===== src/rtl/req_rr_arbiter.sv =====
// req_rr_arbiter: round-robin arbiter that shares one downstream
// request/response channel between NUM_REQ upstream requesters.
// One transaction is outstanding at a time. A watchdog turns a downstream
// completion that never arrives into an error response to the requester.
// Every output comes straight from a register.
module req_rr_arbiter #(
  parameter int NUM_REQ = 2,
  parameter int ADDR_W  = 32,
  parameter int DATA_W  = 32,
  parameter int TIMEOUT = 255
) (
  input  logic                        clk,
  input  logic                        resetn,
  // upstream requesters
  input  logic [NUM_REQ-1:0]          s_req_valid,
  output logic [NUM_REQ-1:0]          s_req_ready,
  input  logic [NUM_REQ*ADDR_W-1:0]   s_req_addr,
  input  logic [NUM_REQ*DATA_W-1:0]   s_req_wdata,
  input  logic [NUM_REQ-1:0]          s_req_write,
  output logic [DATA_W-1:0]           s_resp_rdata,
  output logic [NUM_REQ-1:0]          s_resp_done,
  output logic [NUM_REQ-1:0]          s_resp_err,
  // downstream channel
  output logic                        m_req_valid,
  input  logic                        m_req_ready,
  output logic [ADDR_W-1:0]           m_req_addr,
  output logic [DATA_W-1:0]           m_req_wdata,
  output logic                        m_req_write,
  input  logic [DATA_W-1:0]           m_resp_rdata,
  input  logic                        m_resp_done
);

  // Grant index width; one extra bit is kept for the wrap-around sum.
  localparam int GW  = (NUM_REQ > 1) ? $clog2(NUM_REQ) : 1;
  localparam int GW1 = GW + 1;
  localparam logic [GW1-1:0] NUM_REQ_W = GW1'(NUM_REQ);
  localparam logic [GW-1:0]  LAST_IDX  = GW'(NUM_REQ - 1);

  // Watchdog: TIMEOUT == 0 disables it; otherwise it fires when the
  // counter (0 on the first WAIT cycle) reaches TIMEOUT-1.
  localparam bit          TO_EN   = (TIMEOUT != 0);
  localparam logic [15:0] TO_LAST = TO_EN ? 16'(TIMEOUT - 1) : 16'd0;

  typedef enum logic [2:0] {
    ST_IDLE,
    ST_ACCEPT,
    ST_ISSUE,
    ST_WAIT,
    ST_RESP
  } state_t;

  // ---------------------------------------------------------------------
  // Registers
  // ---------------------------------------------------------------------
  state_t               r_state;
  logic [GW-1:0]        r_grant;
  logic [GW-1:0]        r_last_grant;
  logic [15:0]          r_cnt;
  logic [NUM_REQ-1:0]   r_s_req_ready;
  logic [NUM_REQ-1:0]   r_s_resp_done;
  logic [NUM_REQ-1:0]   r_s_resp_err;
  logic [DATA_W-1:0]    r_s_resp_rdata;
  logic                 r_m_req_valid;
  logic [ADDR_W-1:0]    r_m_req_addr;
  logic [DATA_W-1:0]    r_m_req_wdata;
  logic                 r_m_req_write;

  // ---------------------------------------------------------------------
  // Next-state values and helpers
  // ---------------------------------------------------------------------
  state_t               w_state_nxt;
  logic [GW-1:0]        w_grant_nxt;
  logic [GW-1:0]        w_last_grant_nxt;
  logic [15:0]          w_cnt_nxt;
  logic [NUM_REQ-1:0]   w_s_req_ready_nxt;
  logic [NUM_REQ-1:0]   w_s_resp_done_nxt;
  logic [NUM_REQ-1:0]   w_s_resp_err_nxt;
  logic [DATA_W-1:0]    w_s_resp_rdata_nxt;
  logic                 w_m_req_valid_nxt;
  logic [ADDR_W-1:0]    w_m_req_addr_nxt;
  logic [DATA_W-1:0]    w_m_req_wdata_nxt;
  logic                 w_m_req_write_nxt;

  logic [ADDR_W-1:0]    w_addr_arr  [NUM_REQ];
  logic [DATA_W-1:0]    w_wdata_arr [NUM_REQ];
  logic [NUM_REQ-1:0]   w_grant_oh;
  logic [NUM_REQ-1:0]   w_arb_oh;
  logic                 w_arb_found;
  logic [GW-1:0]        w_arb_idx;
  logic [GW1-1:0]       w_cand_sum;
  logic [GW-1:0]        w_cand;
  logic                 w_timeout;

  // Per-requester payload slices and one-hot decodes of the grant indices.
  for (genvar gi = 0; gi < NUM_REQ; gi++) begin : g_req
    assign w_addr_arr[gi]  = s_req_addr[gi*ADDR_W +: ADDR_W];
    assign w_wdata_arr[gi] = s_req_wdata[gi*DATA_W +: DATA_W];
    assign w_grant_oh[gi]  = (r_grant == GW'(gi));
    assign w_arb_oh[gi]    = w_arb_found && (w_arb_idx == GW'(gi));
  end

  assign w_timeout = TO_EN && (r_cnt == TO_LAST);

  // Round-robin search: first valid requester after last_grant, wrapping.
  always_comb begin
    w_arb_found = 1'b0;
    w_arb_idx   = '0;
    w_cand_sum  = '0;
    w_cand      = '0;
    for (int k = 1; k <= NUM_REQ; k++) begin
      w_cand_sum = {1'b0, r_last_grant} + GW1'(k);
      if (w_cand_sum >= NUM_REQ_W) begin
        w_cand_sum = w_cand_sum - NUM_REQ_W;
      end
      w_cand = w_cand_sum[GW-1:0];
      if (!w_arb_found && s_req_valid[w_cand]) begin
        w_arb_found = 1'b1;
        w_arb_idx   = w_cand;
      end
    end
  end

  // Next-state and next-output logic for the transaction FSM.
  always_comb begin
    w_state_nxt        = r_state;
    w_grant_nxt        = r_grant;
    w_last_grant_nxt   = r_last_grant;
    w_cnt_nxt          = r_cnt;
    w_s_req_ready_nxt  = '0;
    w_s_resp_done_nxt  = '0;
    w_s_resp_err_nxt   = '0;
    w_s_resp_rdata_nxt = r_s_resp_rdata;
    w_m_req_valid_nxt  = r_m_req_valid;
    w_m_req_addr_nxt   = r_m_req_addr;
    w_m_req_wdata_nxt  = r_m_req_wdata;
    w_m_req_write_nxt  = r_m_req_write;

    case (r_state)
      ST_IDLE: begin
        if (w_arb_found) begin
          w_grant_nxt       = w_arb_idx;
          w_s_req_ready_nxt = w_arb_oh;
          w_state_nxt       = ST_ACCEPT;
        end
      end

      ST_ACCEPT: begin
        // Ready is high this cycle; a requester that withdrew forfeits the
        // slot without moving the priority pointer.
        if (s_req_valid[r_grant]) begin
          w_m_req_addr_nxt  = w_addr_arr[r_grant];
          w_m_req_wdata_nxt = w_wdata_arr[r_grant];
          w_m_req_write_nxt = s_req_write[r_grant];
          w_m_req_valid_nxt = 1'b1;
          w_state_nxt       = ST_ISSUE;
        end else begin
          w_state_nxt       = ST_IDLE;
        end
      end

      ST_ISSUE: begin
        if (m_req_ready) begin
          w_m_req_valid_nxt = 1'b0;
          w_cnt_nxt         = '0;
          w_state_nxt       = ST_WAIT;
        end
      end

      ST_WAIT: begin
        w_cnt_nxt = r_cnt + 16'd1;
        // A real completion takes precedence over a simultaneous timeout.
        if (m_resp_done) begin
          w_s_resp_rdata_nxt = m_resp_rdata;
          w_s_resp_done_nxt  = w_grant_oh;
          w_state_nxt        = ST_RESP;
        end else if (w_timeout) begin
          w_s_resp_rdata_nxt = '0;
          w_s_resp_done_nxt  = w_grant_oh;
          w_s_resp_err_nxt   = w_grant_oh;
          w_state_nxt        = ST_RESP;
        end
      end

      ST_RESP: begin
        w_last_grant_nxt = r_grant;
        w_state_nxt      = ST_IDLE;
      end

      default: begin
        w_state_nxt = ST_IDLE;
      end
    endcase
  end

  // State and output registers; reset abandons any in-flight transaction.
  always_ff @(posedge clk or negedge resetn) begin
    if (!resetn) begin
      r_state        <= ST_IDLE;
      r_grant        <= '0;
      r_last_grant   <= LAST_IDX;
      r_cnt          <= '0;
      r_s_req_ready  <= '0;
      r_s_resp_done  <= '0;
      r_s_resp_err   <= '0;
      r_s_resp_rdata <= '0;
      r_m_req_valid  <= 1'b0;
      r_m_req_addr   <= '0;
      r_m_req_wdata  <= '0;
      r_m_req_write  <= 1'b0;
    end else begin
      r_state        <= w_state_nxt;
      r_grant        <= w_grant_nxt;
      r_last_grant   <= w_last_grant_nxt;
      r_cnt          <= w_cnt_nxt;
      r_s_req_ready  <= w_s_req_ready_nxt;
      r_s_resp_done  <= w_s_resp_done_nxt;
      r_s_resp_err   <= w_s_resp_err_nxt;
      r_s_resp_rdata <= w_s_resp_rdata_nxt;
      r_m_req_valid  <= w_m_req_valid_nxt;
      r_m_req_addr   <= w_m_req_addr_nxt;
      r_m_req_wdata  <= w_m_req_wdata_nxt;
      r_m_req_write  <= w_m_req_write_nxt;
    end
  end

  assign s_req_ready  = r_s_req_ready;
  assign s_resp_done  = r_s_resp_done;
  assign s_resp_err   = r_s_resp_err;
  assign s_resp_rdata = r_s_resp_rdata;
  assign m_req_valid  = r_m_req_valid;
  assign m_req_addr   = r_m_req_addr;
  assign m_req_wdata  = r_m_req_wdata;
  assign m_req_write  = r_m_req_write;

endmodule

===== config.mk =====
export PLATFORM = sky130hd
export DESIGN_NAME = req_rr_arbiter
export DESIGN_NICKNAME = d
export VERILOG_FILES = /design/src/rtl/req_rr_arbiter.sv
export SDC_FILE = /design/constraint.sdc
export NUM_CORES = 1
export LEC_CHECK = 0
export ABC_AREA = 1
export CAP_MARGIN = 20
export CORE_ASPECT_RATIO = 2
export CORE_UTILIZATION = 38
export DETAILED_ROUTE_END_ITERATION = 7
export PLACE_DENSITY_LB_ADDON = 0.3
export SLEW_MARGIN = 30
export SYNTH_ARGS = -nofsm -noshare
export SYNTH_HDL_FRONTEND = slang
export SYNTH_SLANG_ARGS = --single-unit

===== constraint.sdc =====
create_clock -name clk -period 1.4 [get_ports clk]
set_input_delay 0.35 -clock clk [delete_from_list [all_inputs] [get_ports clk]]
set_output_delay 0.35 -clock clk [all_outputs]
set_load 0.05 [all_outputs]

==> flow_summary.json, run 1 <==
{
  "grt_max_degree": 63,
  "synthSimpleGateAreaFrac_pct": 28.3,
  "fin_crit_ns": 1.52,
  "synth_top_area_share_pct": 53.1,
  "use_met1_pct": 26.4,
  "slowest_delay_ns": 0.46,
  "synth_seq_area_share_pct": 53.5,
  "grt_pass1_vias": 6430,
  "synth.most_common_cell": "nand2_1",
  "postSynthAreaPerCell_um2": 8.38,
  "drive_above_1_share_pct": 36.7,
  "timing.reg2reg.setup_slack_ns": -0.12,
  "synth_top_family_by_area": "simple AND/OR/NAND/NOR gates",
  "post_synth_most_frequent_cells": "183 x nand2_1, 163 x nor2_1, 124 x dfrtp_1, 53 x o31ai_1, 47 x nand3_1",
  "fmax_mhz": 658,
  "drtIter0Drc": 303,
  "synth_warnings": 0,
  "synthMuxAreaShare_pct": 0,
  "clock_path_buffers": 2,
  "yosysUniqueCellTypes": 30,
  "cts-root-buf": "clkbuf_16",
  "rsz0062_at_grt": "true",
  "worst_pin_slew_ns": 0.351,
  "cts_made_buffers": 17,
  "synth_fp_nets": 868,
  "clk_pin_slew_ns": 0.06,
  "synth-compound-area-share_pct": 11.7,
  "ys_ff_latch": 125,
  "syn-instance-count": 698,
  "vias_per_cell": 5.29,
  "cp_num_buf_inv": 2,
  "vias": 6511,
  "synth_xor_area_share_pct": 0,
  "status": "complete, but fails checks",
  "grt_pass1_wl_mm": 32.7,
  "area_growth_pct": 105,
  "drcViolationCount": 0,
  "async_reset_ff_share_pct": 100,
  "globalRouteOverflowTotal": 0,
  "whs_ns": 0.299,
  "cts_tree": "yes",
  "cts.sinks": 125,
  "nets": 1193,
  "synthTopCellsByArea": "dfrtp_1 53%, nand2_1 12%, nor2_1 10%",
  "htree_levels": 4,
  "ir_drop_mv": 1.56,
  "maxCapViolCount": 0,
  "dieArea_um2": 15900,
  "use_met2_pct": 49.7,
  "grt_use_total_pct": 26.5,
  "startpoint_type": "flip-flop",
  "slew_headroom_pct": 76.6,
  "worstSetupEndpointType": "flip-flop",
  "dp_slack_ns": -0.389,
  "coreArea_um2": 14900,
  "finalSetupViolCount": 104,
  "fin_skew_ns": 0.0114,
  "grtUsageMet3_pct": 7.07,
  "p_leak_nw": 5.41,
  "violations": "setup timing",
  "period_share_pct": 109,
  "final_area_um2": 12000,
  "dp_hpwl_mm": 14.5,
  "synth_top_area_cell": "dfrtp_1",
  "ys.flop_type": "dfrtp_1",
  "hold_violations": 0,
  "die_w_um": 89.7,
  "critical_path_arrival_ns": 1.84,
  "cp.required_ns": 1.72,
  "crit_path_cell_trace": "nor2_1 -> a21oi_2 -> nand2_8 -> buf_12 -> buf_6 -> o31ai_1",
  "pin_count": 272,
  "avgRoutedWirePerCell_um": 19.2,
  "rows": 63,
  "drt_pass1_iterations": 4,
  "routed_wl_mm": 23.6,
  "hold_class": "in -> async",
  "die_h_um": 177,
  "fillers": 787,
  "critPathKind": "reg -> reg",
  "power_density_nw_per_um2": 2600,
  "synthAdderAreaFrac_pct": 0.428,
  "critPathTopFamily": "flip-flops",
  "slew_viol_final": 0,
  "slowest_stage": "dfrtp_2",
  "antenna_found_initial": 1,
  "port_buffers": 271,
  "synth-edff-count": 0,
  "postRouteAntennaNets": 0,
  "routabilityCongestion": 0.965,
  "top_usage_layer": "met2",
  "clock_latency_ns": 0.42,
  "crit_path_max_fanout": 14,
  "setup_slack_ns": -0.120,
  "start_util_pct": 39.2,
  "synthesis.area_um2": 5850,
  "place_area_um2": 10100
}
## final cells by class
cell class                 count  area (um2)  area share, %
clock inverter                14         170           1.42
antenna                        1        2.50         0.0209
clock buffer                  17         425           3.55
timing repair buffer         347        4730           39.5
inverter                      31         119          0.991
tap                          195         244           2.04
multi-input combinational    501        3160           26.3
sequential                   125        3140           26.2
## layout by cell type, fill, tap and decap left out, types with 2 or more instances in the layout
cell type | netlist | final
nand2_4 | 0 | 27
clkdlybuf4s50_1 | 0 | 166
o21ai_2 | 0 | 2
nor3_2 | 1 | 2
a21oi_1 | 3 | 3
buf_6 | 7 | 7
o31ai_2 | 13 | 34
nor2_1 | 163 | 151
inv_2 | 3 | 4
clkinv_4 | 0 | 4
buf_12 | 0 | 115
clkinv_2 | 0 | 4
clkbuf_16 | 0 | 26
o31ai_4 | 0 | 17
bufinv_16 | 0 | 3
nand4_1 | 4 | 4
buf_16 | 0 | 4
o31ai_1 | 53 | 15
inv_1 | 28 | 26
o21ai_1 | 1 | 4
o21ai_0 | 14 | 9
nor2_4 | 1 | 11
ha_2 | 0 | 2
nor2_2 | 2 | 4
nand2_8 | 0 | 2
o22ai_1 | 2 | 2
nand3_1 | 47 | 47
nand2_1 | 183 | 107
buf_4 | 3 | 44
nand3_2 | 2 | 2
dfrtp_2 | 0 | 8
nand2_2 | 3 | 50
inv_6 | 0 | 2
dfrtp_1 | 124 | 116
## registers in the layout, summed over array words and instances, names as in the netlist, 2 cells and up
signal / count
s_resp_done: 2
r_state: 3
s_req_ready: 2
s_resp_rdata: 32
m_req_wdata: 32
s_resp_err: 2
m_req_addr: 32
r_cnt: 16
## worst reg2reg max path, stage by stage, from the launching register on
cell     delay (ns)
dfrtp_2        0.46
nor2_1         0.10
a21oi_2        0.23
nand2_8        0.09
buf_12         0.16
buf_6          0.16
o31ai_1        0.23
## power breakdown
part	internal (mW)	switching, mW	leakage [nW]	total, mW
Sequential	5.20	1.95	1.57	7.15
Clock	2.80	1.73	0.293	4.53
Combinational	9.09	10.4	3.55	19.5
Total	17.1	14.1	5.41	31.2
## path summary, 6_finish.rpt
kind / from / end / cells past startpoint
min in group clk: m_resp_rdata[29] / s_resp_rdata[29] / 3
hold / removal: resetn / s_resp_rdata[11] / 2
setup reg to reg: r_grant / m_req_addr[23] / 6
hold reg to reg: r_last_grant / r_last_grant / 2
max in group asynchronous: resetn / m_req_addr[4] / 3
setup / recovery: r_grant / m_req_addr[23] / 6
## cell families after synthesis
kind of cell,count (synthesis)
AOI/OAI and AO/OA,89
adders and majority gates,2
buffers and inverters,72
DFF,125
and+or+nand+nor,410
## layer usage
metal | vias up | wire [um] | share of wire, %
met3 | 89 | 1590 | 6.7
met5 | - | 0 | 0
met4 | 0 | 1480 | 6.3
met1 | 3114 | 7350 | 31
met2 | 377 | 13200 | 56
li1 | 2931 | - | -
## through the flow
step	power, mW	util [%]	TNS (ns)	instances
detailed placement	23.3	67.7	-25.19	1171
CTS	28.5	73.4	-2.42	1213
global route	32.4	80.5	-11.97	1231
finish	31.2	80.5	-5.77	1231
global placement	23.0	67.7	-23.38	1171
floorplan	14.7	-	0	698
## timing repair
| action | in CTS | in global routing |
|---|---|---|
| hold buffers | 1 | 0 |
| pin swaps | 4 | 17 |
| setup endpoints to repair | 104 | 118 |
| gates cloned | 3 | 10 |
| gates resized for setup | 35 | 185 |
| endpoints found under the hold margin | 6 | 0 |
| buffers inserted | 7 | 8 |
No activity file was read; power rests on OpenSTA's default activity.
==> run 2: changes to the inputs <==
CAP_MARGIN = default   (was 20)
SLEW_MARGIN = 40   (was 30)
==> results of run 2 <==
No change in the layout: final DEF, timing and power equal those of run 1.
==> run 3: changes to the inputs <==
ABC_AREA = 0   (was 1)
==> flow_summary.json, run 3 <==
{
  "status": "complete, but fails checks",
  "violations": "setup timing",
  "globalRouteOverflowTotal": 0,
  "critPathTopFamily": "buffers and inverters",
  "vias": 6392,
  "rows": 64,
  "grt_use_total_pct": 27.9,
  "hold_violations": 0,
  "setup_tns_ns": -25.21,
  "slew_viol_final": 0,
  "ys_ff_latch": 125,
  "cts_made_buffers": 17,
  "r2r_end": "m_req_addr[1]",
  "slew_headroom_pct": 73.1,
  "crit_path_cell_trace": "mux2_4 -> nand3_4 -> buf_12 -> buf_8 -> buf_12 -> buf_16 -> nand2_2 -> o21ai_1",
  "slowest_delay_ns": 0.49,
  "ys.flop_type": "dfrtp_1",
  "synth_fp_nets": 740,
  "antenna_found_initial": 0,
  "worst_pin_slew_ns": 0.392,
  "synthesis.area_um2": 6020,
  "area_growth_pct": 110,
  "cp.required_ns": 1.72,
  "synth-edff-count": 0,
  "die_w_um": 91.0,
  "power_density_nw_per_um2": 2530,
  "fillers": 740,
  "synth_warnings": 0,
  "fmax_mhz": 580,
  "final_cell_mix": "166 x clkdlybuf4s50_1, 125 x buf_12, 75 x dfrtp_1, 70 x mux2i_1, 68 x o21ai_2",
  "yosysUniqueCellTypes": 43,
  "fin_skew_ns": 0.0174,
  "clk_pin_slew_ns": 0.06,
  "drt_pass1_iterations": 5,
  "routabilityCongestion": 0.874,
  "dieArea_um2": 16400,
  "cts-root-buf": "clkbuf_16",
  "diodes": 0,
  "rsz0062_at_grt": "true",
  "timing.critical_path.mode_cell": "buf_12",
  "synth.most_common_cell": "dfrtp_1",
  "hold_class": "in -> async",
  "postRouteAntennaNets": 0,
  "start_util_pct": 39.2,
  "clock_path_buffers": 2,
  "period_share_pct": 123,
  "pin_count": 272,
  "p_leak_nw": 5.48,
  "finalSetupViolCount": 112,
  "grt_pass1_vias": 6723,
  "critPathKind": "reg -> reg",
  "synth_top_area_cell": "dfrtp_1",
  "startpoint_type": "flip-flop",
  "drive_above_1_share_pct": 50.5,
  "grt_pass1_wl_mm": 35.3,
  "cts_tree": "yes",
  "dp_hpwl_mm": 14.7,
  "setup_slack_ns": -0.323,
  "postSynthAreaPerCell_um2": 10.6,
  "synth_seq_area_share_pct": 52.0,
  "port_buffers": 271,
  "timing.reg2reg.setup_slack_ns": -0.32,
  "synth_top_area_share_pct": 51.5,
  "maxCapViolCount": 0,
  "async_reset_ff_share_pct": 100,
  "coreArea_um2": 15400,
  "slowest_stage": "dfrtp_4",
  "routed_wl_mm": 27.1,
  "critical_path_arrival_ns": 2.04,
  "reg2reg_depth": 8,
  "syn-instance-count": 570,
  "fin_crit_ns": 1.72,
  "nets": 1089,
  "synthTopCellsByArea": "dfrtp_1 52%, mux2i_1 12%, o21ai_0 6.3%",
  "post_synth_most_frequent_cells": "124 x dfrtp_1, 90 x nand2_1, 76 x o21ai_0, 70 x mux2i_1",
  "reg2reg_from": "r_grant",
  "vias_per_cell": 5.66,
  "htree_levels": 4,
  "clock_latency_ns": 0.43,
  "ir_drop_mv": 1.61,
  "layout_commonest_cell": "clkdlybuf4s50_1",
  "drtIter0Drc": 335,
  "grt_max_degree": 45,
  "cp_num_buf_inv": 4,
  "cts.sinks": 125,
  "die_h_um": 180,
  "drcViolationCount": 0,
  "crit_path_max_fanout": 7,
  "worstSetupEndpointType": "flip-flop",
  "avgRoutedWirePerCell_um": 24.0,
  "design_power_total_mw": 31.9
}
run 3: logic make-up (layout without fill, tap and decap cells):
group	Yosys count	count (layout)	synth area share, %
AO/OA/AOI/OAI	158	158	17.5
buffers and inverters	45	407	4.53
XOR/XNOR	2	2	0.291
adder cells (fa/ha/maj)	2	2	0.416
flip-flops	125	125	52.0
multiplexers	71	71	11.8
AND/OR/NAND/NOR	167	167	13.4
run 3: layer usage:
layer | up-vias | global-route usage [%] | routed length (um)
met5 | - | 0 | 0
met4 | 0 | 14.1 | 1740
met3 | 124 | 6.92 | 1670
met2 | 422 | 53.9 | 15000
met1 | 3120 | 26.5 | 8720
li1 | 2726 | - | -
run 3: worst max path at each step:
stage	cells after the start	end	slack (ns)	from
6_report	8	m_req_addr[1]	-0.32	r_grant
5_1_grt	8	s_resp_rdata[24]	-0.42	r_cnt[0]
4_1_cts	7	s_resp_rdata[0]	-0.23	r_cnt[0]
3_5_place_dp	5	m_req_addr[16]	-0.43	s_req_valid[1]
3_3_place_gp	5	m_req_addr[0]	-0.37	s_req_valid[1]
2_1_floorplan	8	r_state[1]	-0.09	r_cnt[0]
run 3: cell type report:
class | instances | area, um2 | area share (%)
Sequential cell | 125 | 3190 | 25.3
Timing Repair Buffer | 373 | 5240 | 41.4
Clock buffer | 18 | 429 | 3.39
Clock inverter | 14 | 110 | 0.871
Inverter | 2 | 7.51 | 0.0594
Multi-Input combinational cell | 400 | 3420 | 27.1
Tap cell | 198 | 248 | 1.96
run 3: where the power goes:
part / switching (mW) / internal [mW]
clock: 1.83 / 2.30
combinational: 10.3 / 9.99
sequential: 2.32 / 5.25
run 3: through the flow:
stage	instances	hold slack [ns]	setup WS [ns]	utilization [%]	instance area (um2)
after floorplan	570	0.0544	-0.0862	-	6070
after global placement	1044	0.215	-0.371	66.8	10300
after detailed placement	1044	0.217	-0.435	66.8	10300
after CTS	1114	0.324	-0.231	77.3	11900
after global routing	1130	0.351	-0.420	82.2	12600
final	1130	0.335	-0.323	82.2	12600
run 3: what timing repair did:
item,in CTS,in global routing
hold buffers,1,0
buffers inserted,20,15
hold endpoints to repair,9,0
pin swaps,24,56
cloned,18,7
resized for setup,180,185
setup endpoints to repair,112,133
